<file path="src/rtl/multdiv_sequencer_if.sv">
// Handshake bundle between the execute stage and the multiply/divide sequencer.
// The execute stage is the master; the sequencer is the slave.
interface multdiv_sequencer_if;
    logic        ex_start;
    logic        ex_op;
    logic [31:0] ex_a;
    logic [31:0] ex_b;
    logic [4:0]  ex_rd;
    logic        kill;
    logic        stall;
    logic        result_valid;
    logic [31:0] result;
    logic [4:0]  result_rd;
    logic        exception;

    modport master (
        output ex_start, ex_op, ex_a, ex_b, ex_rd, kill,
        input  stall, result_valid, result, result_rd, exception
    );

    modport slave (
        input  ex_start, ex_op, ex_a, ex_b, ex_rd, kill,
        output stall, result_valid, result, result_rd, exception
    );
endinterface

</file>
<file path="src/rtl/multdiv_sequencer.sv">
// Iterative signed 32-bit multiply (shift-add) / divide (restoring) sequencer.
// Operates on magnitudes for 32 cycles and then applies the sign on the way into DONE.
module multdiv_sequencer (
    input  logic               clock,
    input  logic               reset,
    multdiv_sequencer_if.slave bus
);
    typedef enum logic [1:0] {IDLE, MUL, DIV, DONE} state_t;

    state_t      state;
    logic [4:0]  count;
    logic        sign;
    logic [4:0]  rd_hold;
    logic [31:0] mag_a;
    logic [31:0] mag_b;
    logic [63:0] acc;

    logic [31:0] abs_a;
    logic [31:0] abs_b;
    logic [32:0] mul_sum;
    logic [63:0] mul_next;
    logic [63:0] prod_signed;
    logic [31:0] mul_res;
    logic        mul_exc;
    logic [32:0] div_shift;
    logic [32:0] div_sub;
    logic        div_fits;
    logic [31:0] quo_final;
    logic [31:0] div_res;
    logic        div_exc;

    // mag_a is the multiplier (shifted right) for mult, and dividend/quotient
    // (shifted left) for div; acc[32:0] holds the partial remainder during div.
    always_comb begin
        abs_a       = bus.ex_a[31] ? (32'd0 - bus.ex_a) : bus.ex_a;
        abs_b       = bus.ex_b[31] ? (32'd0 - bus.ex_b) : bus.ex_b;

        mul_sum     = {1'b0, acc[63:32]} + {1'b0, (mag_a[0] ? mag_b : 32'd0)};
        mul_next    = {mul_sum, acc[31:1]};
        prod_signed = sign ? (64'd0 - mul_next) : mul_next;
        mul_res     = prod_signed[31:0];
        mul_exc     = (prod_signed[63:32] != {32{prod_signed[31]}});

        div_shift   = {acc[31:0], mag_a[31]};
        div_sub     = div_shift - {1'b0, mag_b};
        div_fits    = (div_shift >= {1'b0, mag_b});
        quo_final   = {mag_a[30:0], div_fits};
        div_res     = sign ? (32'd0 - quo_final) : quo_final;
        div_exc     = ~sign & quo_final[31];
    end

    assign bus.stall = reset & ~bus.kill &
                       (((state == IDLE) & bus.ex_start) | (state == MUL) | (state == DIV));
    assign bus.result_valid = reset & ~bus.kill & (state == DONE);

    // Result registers are loaded only on the edge into DONE, so they hold until the next DONE.
    always_ff @(posedge clock) begin
        if (!reset) begin
            state         <= IDLE;
            count         <= 5'd0;
            sign          <= 1'b0;
            rd_hold       <= 5'd0;
            mag_a         <= 32'd0;
            mag_b         <= 32'd0;
            acc           <= 64'd0;
            bus.result    <= 32'd0;
            bus.result_rd <= 5'd0;
            bus.exception <= 1'b0;
        end else if (bus.kill) begin
            state <= IDLE;
        end else begin
            case (state)
                IDLE: begin
                    if (bus.ex_start) begin
                        mag_a   <= abs_a;
                        mag_b   <= abs_b;
                        sign    <= bus.ex_a[31] ^ bus.ex_b[31];
                        rd_hold <= bus.ex_rd;
                        count   <= 5'd0;
                        acc     <= 64'd0;
                        if (!bus.ex_op) begin
                            state <= MUL;
                        end else if (bus.ex_b == 32'd0) begin
                            state         <= DONE;
                            bus.result    <= 32'd0;
                            bus.result_rd <= bus.ex_rd;
                            bus.exception <= 1'b1;
                        end else begin
                            state <= DIV;
                        end
                    end
                end
                MUL: begin
                    acc   <= mul_next;
                    mag_a <= {1'b0, mag_a[31:1]};
                    count <= count + 5'd1;
                    if (count == 5'd31) begin
                        state         <= DONE;
                        bus.result    <= mul_res;
                        bus.result_rd <= rd_hold;
                        bus.exception <= mul_exc;
                    end
                end
                DIV: begin
                    acc   <= {31'd0, (div_fits ? div_sub : div_shift)};
                    mag_a <= quo_final;
                    count <= count + 5'd1;
                    if (count == 5'd31) begin
                        state         <= DONE;
                        bus.result    <= div_res;
                        bus.result_rd <= rd_hold;
                        bus.exception <= div_exc;
                    end
                end
                DONE:    state <= IDLE;
                default: state <= IDLE;
            endcase
        end
    end
endmodule

</file>
<file path="src/flat_wrapper.sv">
// flat-port wrapper written by rule: the top's interface ports become plain ports
module multdiv_sequencer_flat 
  (clock, reset, bus_ex_start, bus_ex_op, bus_ex_a, bus_ex_b, bus_ex_rd, bus_kill, bus_stall, bus_result_valid, bus_result, bus_result_rd, bus_exception);
  multdiv_sequencer_if bus_i ();
  input  logic clock;
  input  logic reset;
  input wire logic [$bits(bus_i.ex_start)-1:0] bus_ex_start;
  input wire logic [$bits(bus_i.ex_op)-1:0] bus_ex_op;
  input wire logic [$bits(bus_i.ex_a)-1:0] bus_ex_a;
  input wire logic [$bits(bus_i.ex_b)-1:0] bus_ex_b;
  input wire logic [$bits(bus_i.ex_rd)-1:0] bus_ex_rd;
  input wire logic [$bits(bus_i.kill)-1:0] bus_kill;
  output wire logic [$bits(bus_i.stall)-1:0] bus_stall;
  output wire logic [$bits(bus_i.result_valid)-1:0] bus_result_valid;
  output wire logic [$bits(bus_i.result)-1:0] bus_result;
  output wire logic [$bits(bus_i.result_rd)-1:0] bus_result_rd;
  output wire logic [$bits(bus_i.exception)-1:0] bus_exception;
  assign bus_i.ex_start = bus_ex_start;
  assign bus_i.ex_op = bus_ex_op;
  assign bus_i.ex_a = bus_ex_a;
  assign bus_i.ex_b = bus_ex_b;
  assign bus_i.ex_rd = bus_ex_rd;
  assign bus_i.kill = bus_kill;
  assign bus_stall = bus_i.stall;
  assign bus_result_valid = bus_i.result_valid;
  assign bus_result = bus_i.result;
  assign bus_result_rd = bus_i.result_rd;
  assign bus_exception = bus_i.exception;
  multdiv_sequencer u_core (.clock(clock), .reset(reset), .bus(bus_i));
endmodule
</file>
<file path="config.mk">
export PLATFORM = sky130hd
export DESIGN_NAME = multdiv_sequencer_flat
export DESIGN_NICKNAME = d
export VERILOG_FILES = /design/src/rtl/multdiv_sequencer_if.sv /design/src/rtl/multdiv_sequencer.sv /design/src/flat_wrapper.sv
export SDC_FILE = /design/constraint.sdc
export NUM_CORES = 1
export LEC_CHECK = 0
export ABC_AREA = 1
export CORE_MARGIN = 2
export CORE_UTILIZATION = 38
export DETAILED_ROUTE_END_ITERATION = 10
export PLACE_DENSITY = 0.54
export SLEW_MARGIN = 0
export SYNTH_ARGS = -nofsm -noshare
export SYNTH_HDL_FRONTEND = slang
export SYNTH_SLANG_ARGS = --single-unit
</file>
<file path="constraint.sdc">
create_clock -name clock -period 4.6 [get_ports clock]
set_input_delay 0.46 -clock clock [delete_from_list [all_inputs] [get_ports clock]]
set_output_delay 0.46 -clock clock [all_outputs]
set_load 0.02 [all_outputs]
</file>
# Yosys cells after proc, flatten, opt, wreduce, memory -nomap -nowiden
# Cells that the tools add are included.
# word_totals
inputBits	74
ff_bits	179
# classes
n_reduce_logical	12
mux	34
n_eq_ne	11
add_sub_neg	7
bitwise_logic	11
order_cmp	1
# ops
operator	n
32-bit two-way mux	10
32-bit case mux with 3 select lines	2
64-bit case mux with 3 select lines	1
64-bit two-way mux	2
1-bit by 32-bit subtractor with 32-bit output (first input constant)	3
1-bit by 64-bit subtractor with 64-bit output (first input constant)	1
32-bit by 32-bit adder with 33-bit output	1
33-bit by 32-bit greater-or-equal comparator with 1-bit output	1
33-bit two-way mux	1
33-bit by 32-bit subtractor with 33-bit output	1
32-bit logical NOT	1
32-bit inequality test	1
5-bit two-way mux	5
5-bit case mux with 2 select lines	2
2-bit inequality test (second input constant)	5
3-bit AND reduction	3
7-bit AND reduction	1
1-bit two-way mux	6
2-bit two-way mux	3
2-bit case mux with 3 select lines	1
6-bit AND reduction	1
5-bit by 1-bit adder with 5-bit output (second input constant)	1
1-bit AND	5
5-bit == test (second input constant)	1
other kinds (12)	17

# Depth between registers and ports, before layout
# Gate-level depths: netlist of the first run.
# logic_depth
word_depth	7
mapped_depth	36

# Least setup slack after synthesis of the first run
# Ideal clock, no wire load.
# synth_timing
kind	flip-flop to flip-flop
start	register u_core.mag_b[2]
end	register u_core.bus.result[30]
arrival_time_ps	4016
setup_ps	132
slack_ps	451
t_required_ps	4468
path_stages_with_launch	36
cell_sequence	dfxtp_1 inv_1 ha_1 a21oi_1 nand2_1 a21oi_1 inv_1 nand2_1 nand2_1 a21oi_2 o21ai_1 nand2_1 nand2_1 nand2_1 nand2_1 clkinv_1 ha_1 inv_1 nor3_1 nand2_1 inv_1 nand3_1 nor3_1 inv_1 nor2_1 inv_1 nor3_1 nand2_1 inv_1 a21oi_1 a21oi_1 a21oi_1 o21ai_0 o21ai_0 nand2_1 a21oi_1
# synth_via
elab_chain_cells	5
# synth_lines
item	line_no	text
start, declared	multdiv_sequencer.sv:15	logic [31:0] mag_b;
start signal, assigned	multdiv_sequencer.sv:76	mag_b <= abs_b;
33-bit by 32-bit greater-or-equal comparator with 1-bit output	multdiv_sequencer.sv:46	div_fits = (div_shift >= {1'b0, mag_b});
1-bit by 32-bit subtractor with 32-bit output	multdiv_sequencer.sv:48	div_res = sign ? (32'd0 - quo_final) : quo_final;
32-bit two-way mux	multdiv_sequencer.sv:48	
32-bit two-way mux	multdiv_sequencer.sv:108	if (count == 5'd31) begin
32-bit case mux with 3 select lines	multdiv_sequencer.sv:72	case (state)
end signal, assigned	multdiv_sequencer.sv:99	bus.result <= mul_res;
end signal, assigned	multdiv_sequencer.sv:110	bus.result <= div_res;
end, declared	multdiv_sequencer_if.sv:23	output stall, result_valid, result, result_rd, exception
# Every way passes these cells. The select of a mux whose other input is x is not followed.
# A chain may end at the register's enable or synchronous reset.

# Worst setup path in the final report of the first run
# Ends and elaborated chain as after synthesis.

==> results of run 1 <==
==> kinds of logic after synthesis <==
kind of cell | synth area share, %
buffers and inverters | 12.88
AOI/OAI and AO/OA | 20.66
adders and majority gates | 5.806
DFF | 20.99
and+or+nand+nor | 36.69
xor gates and xnor gates | 2.976
==> critical path: cells and delay by family (launching register included) <==
family	cells	cell delay, ns
fa+ha+maj	2	0.35
compound gates	10	1.10
simple gates	15	1.69
flops	1	0.33
buf+inv	8	0.59
==> layer usage <==
metal	GRT usage, %	up-vias
met5	0	-
met2	54.97	603
li1	-	10240
met4	14.41	0
met1	39.01	9425
met3	4.172	125
==> area by class of cell <==
class | count | share of cell area (%)
multi-input combinational | 2260 | 55.35
inverter | 470 | 8.552
tap | 592 | 3.586
sequential | 179 | 17.37
clock buffer | 20 | 2.259
timing repair buffer | 294 | 12.21
clock inverter | 12 | 0.6784
==> synth_stat cells, drive strengths merged, types with 7 or more instances <==
cell type  number
nand2         923
inv           464
nor2          275
a21oi         243
nand3         181
dfxtp         179
o21ai         167
clkbuf         88
ha             76
nor3           75
o211ai         42
xnor2          33
o221ai         31
nand4          28
o22ai          27
xor2           25
a22oi          24
buf            21
a31oi          19
nor4           14
o21a           12
a221oi          9
o31ai           9
nand3b          7
==> registers in the layout, summed over array words and instances (netlist names) <==
| name | flops |
|---|---|
| u_core.count | 5 |
| u_core.acc | 64 |
| u_core.bus.result_rd | 5 |
| u_core.sign | 1 |
| u_core.rd_hold | 5 |
| u_core.bus.result | 32 |
| u_core.mag_a | 32 |
| u_core.state | 2 |
| u_core.bus.exception | 1 |
| u_core.mag_b | 32 |
==> report_power, final <==
group / internal (mW) / switching (mW)
Clock: 0.852 / 0.748
Combinational: 0.456 / 0.839
Sequential: 1.61 / 0.0724
Total: 2.92 / 1.66
==> worst max-delay path by stage <==
stage                                 from                     to  slack (ns)
after floorplan            u_core.mag_b[2]  u_core.bus.result[30]        0.45
after global placement     u_core.mag_b[2]  u_core.bus.result[30]        0.14
after detailed placement  u_core.mag_b[22]  u_core.bus.result[30]        0.15
after CTS                  u_core.mag_b[2]  u_core.bus.result[30]        0.12
after global routing       u_core.mag_b[2]  u_core.bus.result[26]       -0.05
final                      u_core.mag_b[2]  u_core.bus.result[30]        0.41
==> stage by stage <==
step	setup TNS [ns]	utilization [%]	hold slack, ns	cells
final	0	46.61	0.4680	3827
after global routing	-0.1228	46.61	0.4787	3827
after CTS	0	46.28	0.4328	3824
after detailed placement	0	44.91	0.4582	3792
after global placement	0	44.91	0.4557	3792
after floorplan	0	-	0.4475	3018
==> repair_timing <==
item,in CTS,in global routing
hold endpoints to repair,0,0
gates resized for setup,0,35
setup endpoints to repair,0,9
buffers inserted,0,3
==> results.cfg, run 1 <==
[routing]
wirelength_um = 73460
first_iter_violations = 1687
dr_wl_met2_um = 35400
wl_met3_um = 3462
via_per_inst = 5.328
firstDrtPassIters = 5
top_layer = met4
ant_nets = 0
wl_met1_um = 30940
vias = 20390
route.detailed.drc = 0
wl_per_cell_um = 19.20

[synth]
ys_seq_area_share_pct = 20.99
synth_top_area_cell = dfxtp_1
avgSynthCellArea_sq_um = 5.656
synth-main-ff-cell = dfxtp_1
synth_top_area_share_pct = 20.99
synth_area_leaders = dfxtp_1 21%, nand2_1 20%, inv_1 10%, a21oi_1 7.0%, nor2_1 6.0%
synth_seq_cells = 179
ys_warn_count = 0
syn_inst = 3018
ys_async_sr_fraction_pct = 0
synthDistinctLibCells = 52
synth_edf_count = 0
synth_nets = 3170
syn_area_sq_um = 17070

[global_routing]
antenna_found_initial = 0
grt_start_max_net_pins = 87
track_usage_pct = 31.71
grt_pass1_wl_um = 113200
overflow = 0
grt_pass1_vias = 19540

[setup_path]
cp.arrival_ns = 4.56
r2r_cells = 35
critPathSlowestCell = dfxtp_1
worst_path_most_repeated_cell = nand2_1
path_class = flop to flop
rrSetupSlack_ns = 0.41
cpPeakStageDelay_ns = 0.33
start_kind = flop
timing.rr.end = u_core.bus.result[30]
critPathRequiredTime_ns = 4.98
r2r-start = u_core.mag_b[2]
critPathCaptureType = flop
path_max_fanout = 3

[cells_and_area]
layout.nets = 3374
fillers = 4897
stdcell_area_sq_um = 20660
multi_input_area_sq_um = 11430
diodes = 0
layout_common_cells = 916 x nand2_1, 458 x inv_1, 265 x nor2_1, 231 x a21oi_1, 179 x nand3_1
regArea_sq_um = 3587
syn2layout_area_growth_pct = 21.02
final_common_cell = nand2_1
drive_gt1_share_pct = 8.532

[clock_network]
cts_tree = yes
root_buffer = clkbuf_16
clock_path_buffers = 2
clock_latency_ns = 0.51
h-tree-depth = 4
clkTransAtPathRegs_ns = 0.08
ctsHoldBuffers = 0
cts-buffers-inserted = 17
cts.sinks = 179

[min_path]
min_delay_worst_endpoint = u_core.bus.result[1]
min_path_cells = 2
hold_class = flop to flop
worstHoldStart = u_core.bus.result[1]

[sta]
setup_viol = 0
fmax_mhz = 238.8
hold_viol = 0
fin_crit_sh_pct = 91.03
tightest_slew_ns = 1.163
fin_ws_ns = 0.4128
finalCriticalPeriod_ns = 4.187
max_slew_margin_pct = 22.50
skew_ns = 0.01488
final_max_slew_viol_count = 0

[floorplan]
dieWidth_um = 215.9
dieArea_sq_um = 46630
ioPinCount = 114
initial_utilization_pct = 38.51
num_rows = 77
die_h_um = 215.9
coreArea_sq_um = 44320

[power_and_ir_drop]
finalPower_mw = 4.578
cellPowerDensity_nw_per_um2 = 221.6
ir_drop_v = 0.0002514
leakage_nw = 10.33

[place]
dp_slack_ns = 0.1476
placed_cell_area_sq_um = 19900
gp_congestion = 0.9582
portBuffers = 113
dp_hpwl_um = 58560

[run]
cap_viol_max_count = 0

[outcome]
status = finished, final reports clean
Note: power is estimated with default switching activity, not from simulation.
==> inputs of run 2 (changes only) <==
Settings changed: CORE_MARGIN 2 to 5.
==> results.cfg, run 2 (synthesis gave the netlist of run 1 again) <==
[floorplan]
ioPinCount = 114
initial_utilization_pct = 38.51
die_h_um = 221.9
num_rows = 77
dieArea_sq_um = 49260
coreArea_sq_um = 44320
dieWidth_um = 221.9

[clock_network]
cts-buffers-inserted = 17
cts.sinks = 179
clock_latency_ns = 0.50
clkTransAtPathRegs_ns = 0.08
clock_path_buffers = 2
h-tree-depth = 4
cts_tree = yes
root_buffer = clkbuf_16

[setup_path]
critPathCaptureType = flop
critPathSlowestCell = dfxtp_1
path_max_fanout = 4
path_class = flop to flop
cpPeakStageDelay_ns = 0.35
worst_path_most_repeated_cell = nand2_1
start_kind = flop
cp.arrival_ns = 4.53
critPathRequiredTime_ns = 4.93

[cells_and_area]
final_common_cell = nand2_1
drive_gt1_share_pct = 6.534
fin_cells = 3760
diodes = 0
syn2layout_area_growth_pct = 18.04
multi_input_area_sq_um = 11440
layout.nets = 3307
layout_common_cells = 917 x nand2_1, 458 x inv_1, 264 x nor2_1, 233 x a21oi_1, 179 x nand3_1
regArea_sq_um = 3587
largest-register = u_core.acc
fillers = 4847
largest_reg_flops = 64

[power_and_ir_drop]
switching_share_pct = 35.27
finalPower_mw = 4.531
ir_drop_v = 0.0002380
p_sw_mw = 1.598
comb_power_share_pct = 27.5
p_int_mw = 2.933
clkPwrFrac_pct = 35.5
p_seq_share_pct = 37.1
cellPowerDensity_nw_per_um2 = 224.9
leakage_nw = 9.998

[global_routing]
grt_start_max_net_pins = 91
antenna_found_initial = 0
grt_pass1_vias = 19190
overflow = 0
grt_pass1_wl_um = 107200
track_usage_pct = 27.55

[sta]
max_slew_margin_pct = 25.80
finalCriticalPeriod_ns = 4.199
final_max_slew_viol_count = 0
hold_viol = 0
skew_ns = 0.02197
fmax_mhz = 238.2
fin_crit_sh_pct = 91.28
tightest_slew_ns = 1.113
setup_viol = 0

[outcome]
status = finished, final reports clean

[place]
gp_congestion = 0.9770
portBuffers = 113
dp_hpwl_um = 55560
dp.cells = 3726

[routing]
wirelength_um = 69830
route.detailed.drc = 0
firstDrtPassIters = 5
first_iter_violations = 1508
wl_per_cell_um = 18.57
ant_nets = 0
vias = 20120
via_per_inst = 5.352

[min_path]
hold_class = input pin to flop

[run]
cap_viol_max_count = 0
## run 2: cell types whose count changed in the layout (fill, tap and decap cells not counted), sizes merged
cell / previous run / this run
clkinv: 6 / 8
bufinv: 2 / 3
buf: 182 / 115
inv: 472 / 468
clkbuf: 20 / 21
## run 2: worst max-delay path, delay by kind of cell (launching register included)
kind                     cells  cell delay [ns]
AO/OA/AOI/OAI                9             0.93
AND/OR/NAND/NOR             16             1.76
buffers and inverters        7             0.51
adder cells (fa/ha/maj)      2             0.46
flip-flops                   1             0.35
## run 2: cell type report
type | count | area share [%]
sequential | 179 | 17.80
clock buffer | 21 | 2.335
timing repair buffer | 227 | 9.917
inverter | 470 | 8.769
tap | 592 | 3.676
multi-input combinational | 2260 | 56.77
clock inverter | 11 | 0.7266
## run 2: final timing paths
check | from | to | slack (ns) | cells after the start
worst max-delay path | u_core.acc[0] | u_core.bus.result[30] | 0.40 | 34
worst min-delay path | reset | u_core.acc[3] | 0.45 | 3
worst max register to register | u_core.acc[0] | u_core.bus.result[30] | 0.40 | 34
worst min register to register | u_core.bus.result[15] | u_core.bus.result[15] | 0.47 | 2
## run 2: per-stage QoR
step           setup slack (ns)  util [%]  area, sq um  hold WS (ns)  setup TNS, ns
5_1_grt               -0.006782     45.46        20150        0.4833      -0.006782
3_3_place_gp             0.1554     43.73        19380        0.4548              0
6_report                 0.4010     45.46        20150        0.4520              0
4_1_cts                 0.09902     45.12        20000        0.4498              0
3_5_place_dp             0.1373     43.73        19380        0.4599              0
2_1_floorplan            0.4515         -        17070        0.4475              0
## run 2: timing repair
action                                 4_1_cts  5_1_grt
endpoints found under the hold margin        0        0
buffers inserted                             0        2
setup endpoints to repair                    0        9
hold buffers                                 0        0
resized for setup                            0       37
## run 2: power by group through the flow
stage | combinational, mW | clock [mW] | sequential (mW)
after global routing | 1.38 | 1.70 | 1.69
after global placement | 1.20 | 0 | 1.71
after detailed placement | 1.20 | 0 | 1.71
after CTS | 1.21 | 1.65 | 1.67
final | 1.24 | 1.61 | 1.68
after floorplan | 0.773 | 0 | 1.69
## run 2: per-layer routing
metal	global-route usage (%)	part of all wire, %
met4	14.46	5.3
met2	46.63	47
met3	4.422	5.4
met1	33.69	42
met5	0	0
==> inputs of run 3 (changes only) <==
Settings changed: CTS_CLUSTER_SIZE set to 25.
==> results of run 3 <==
Same layout as run 2: the final DEF is identical, and so are final timing and power.
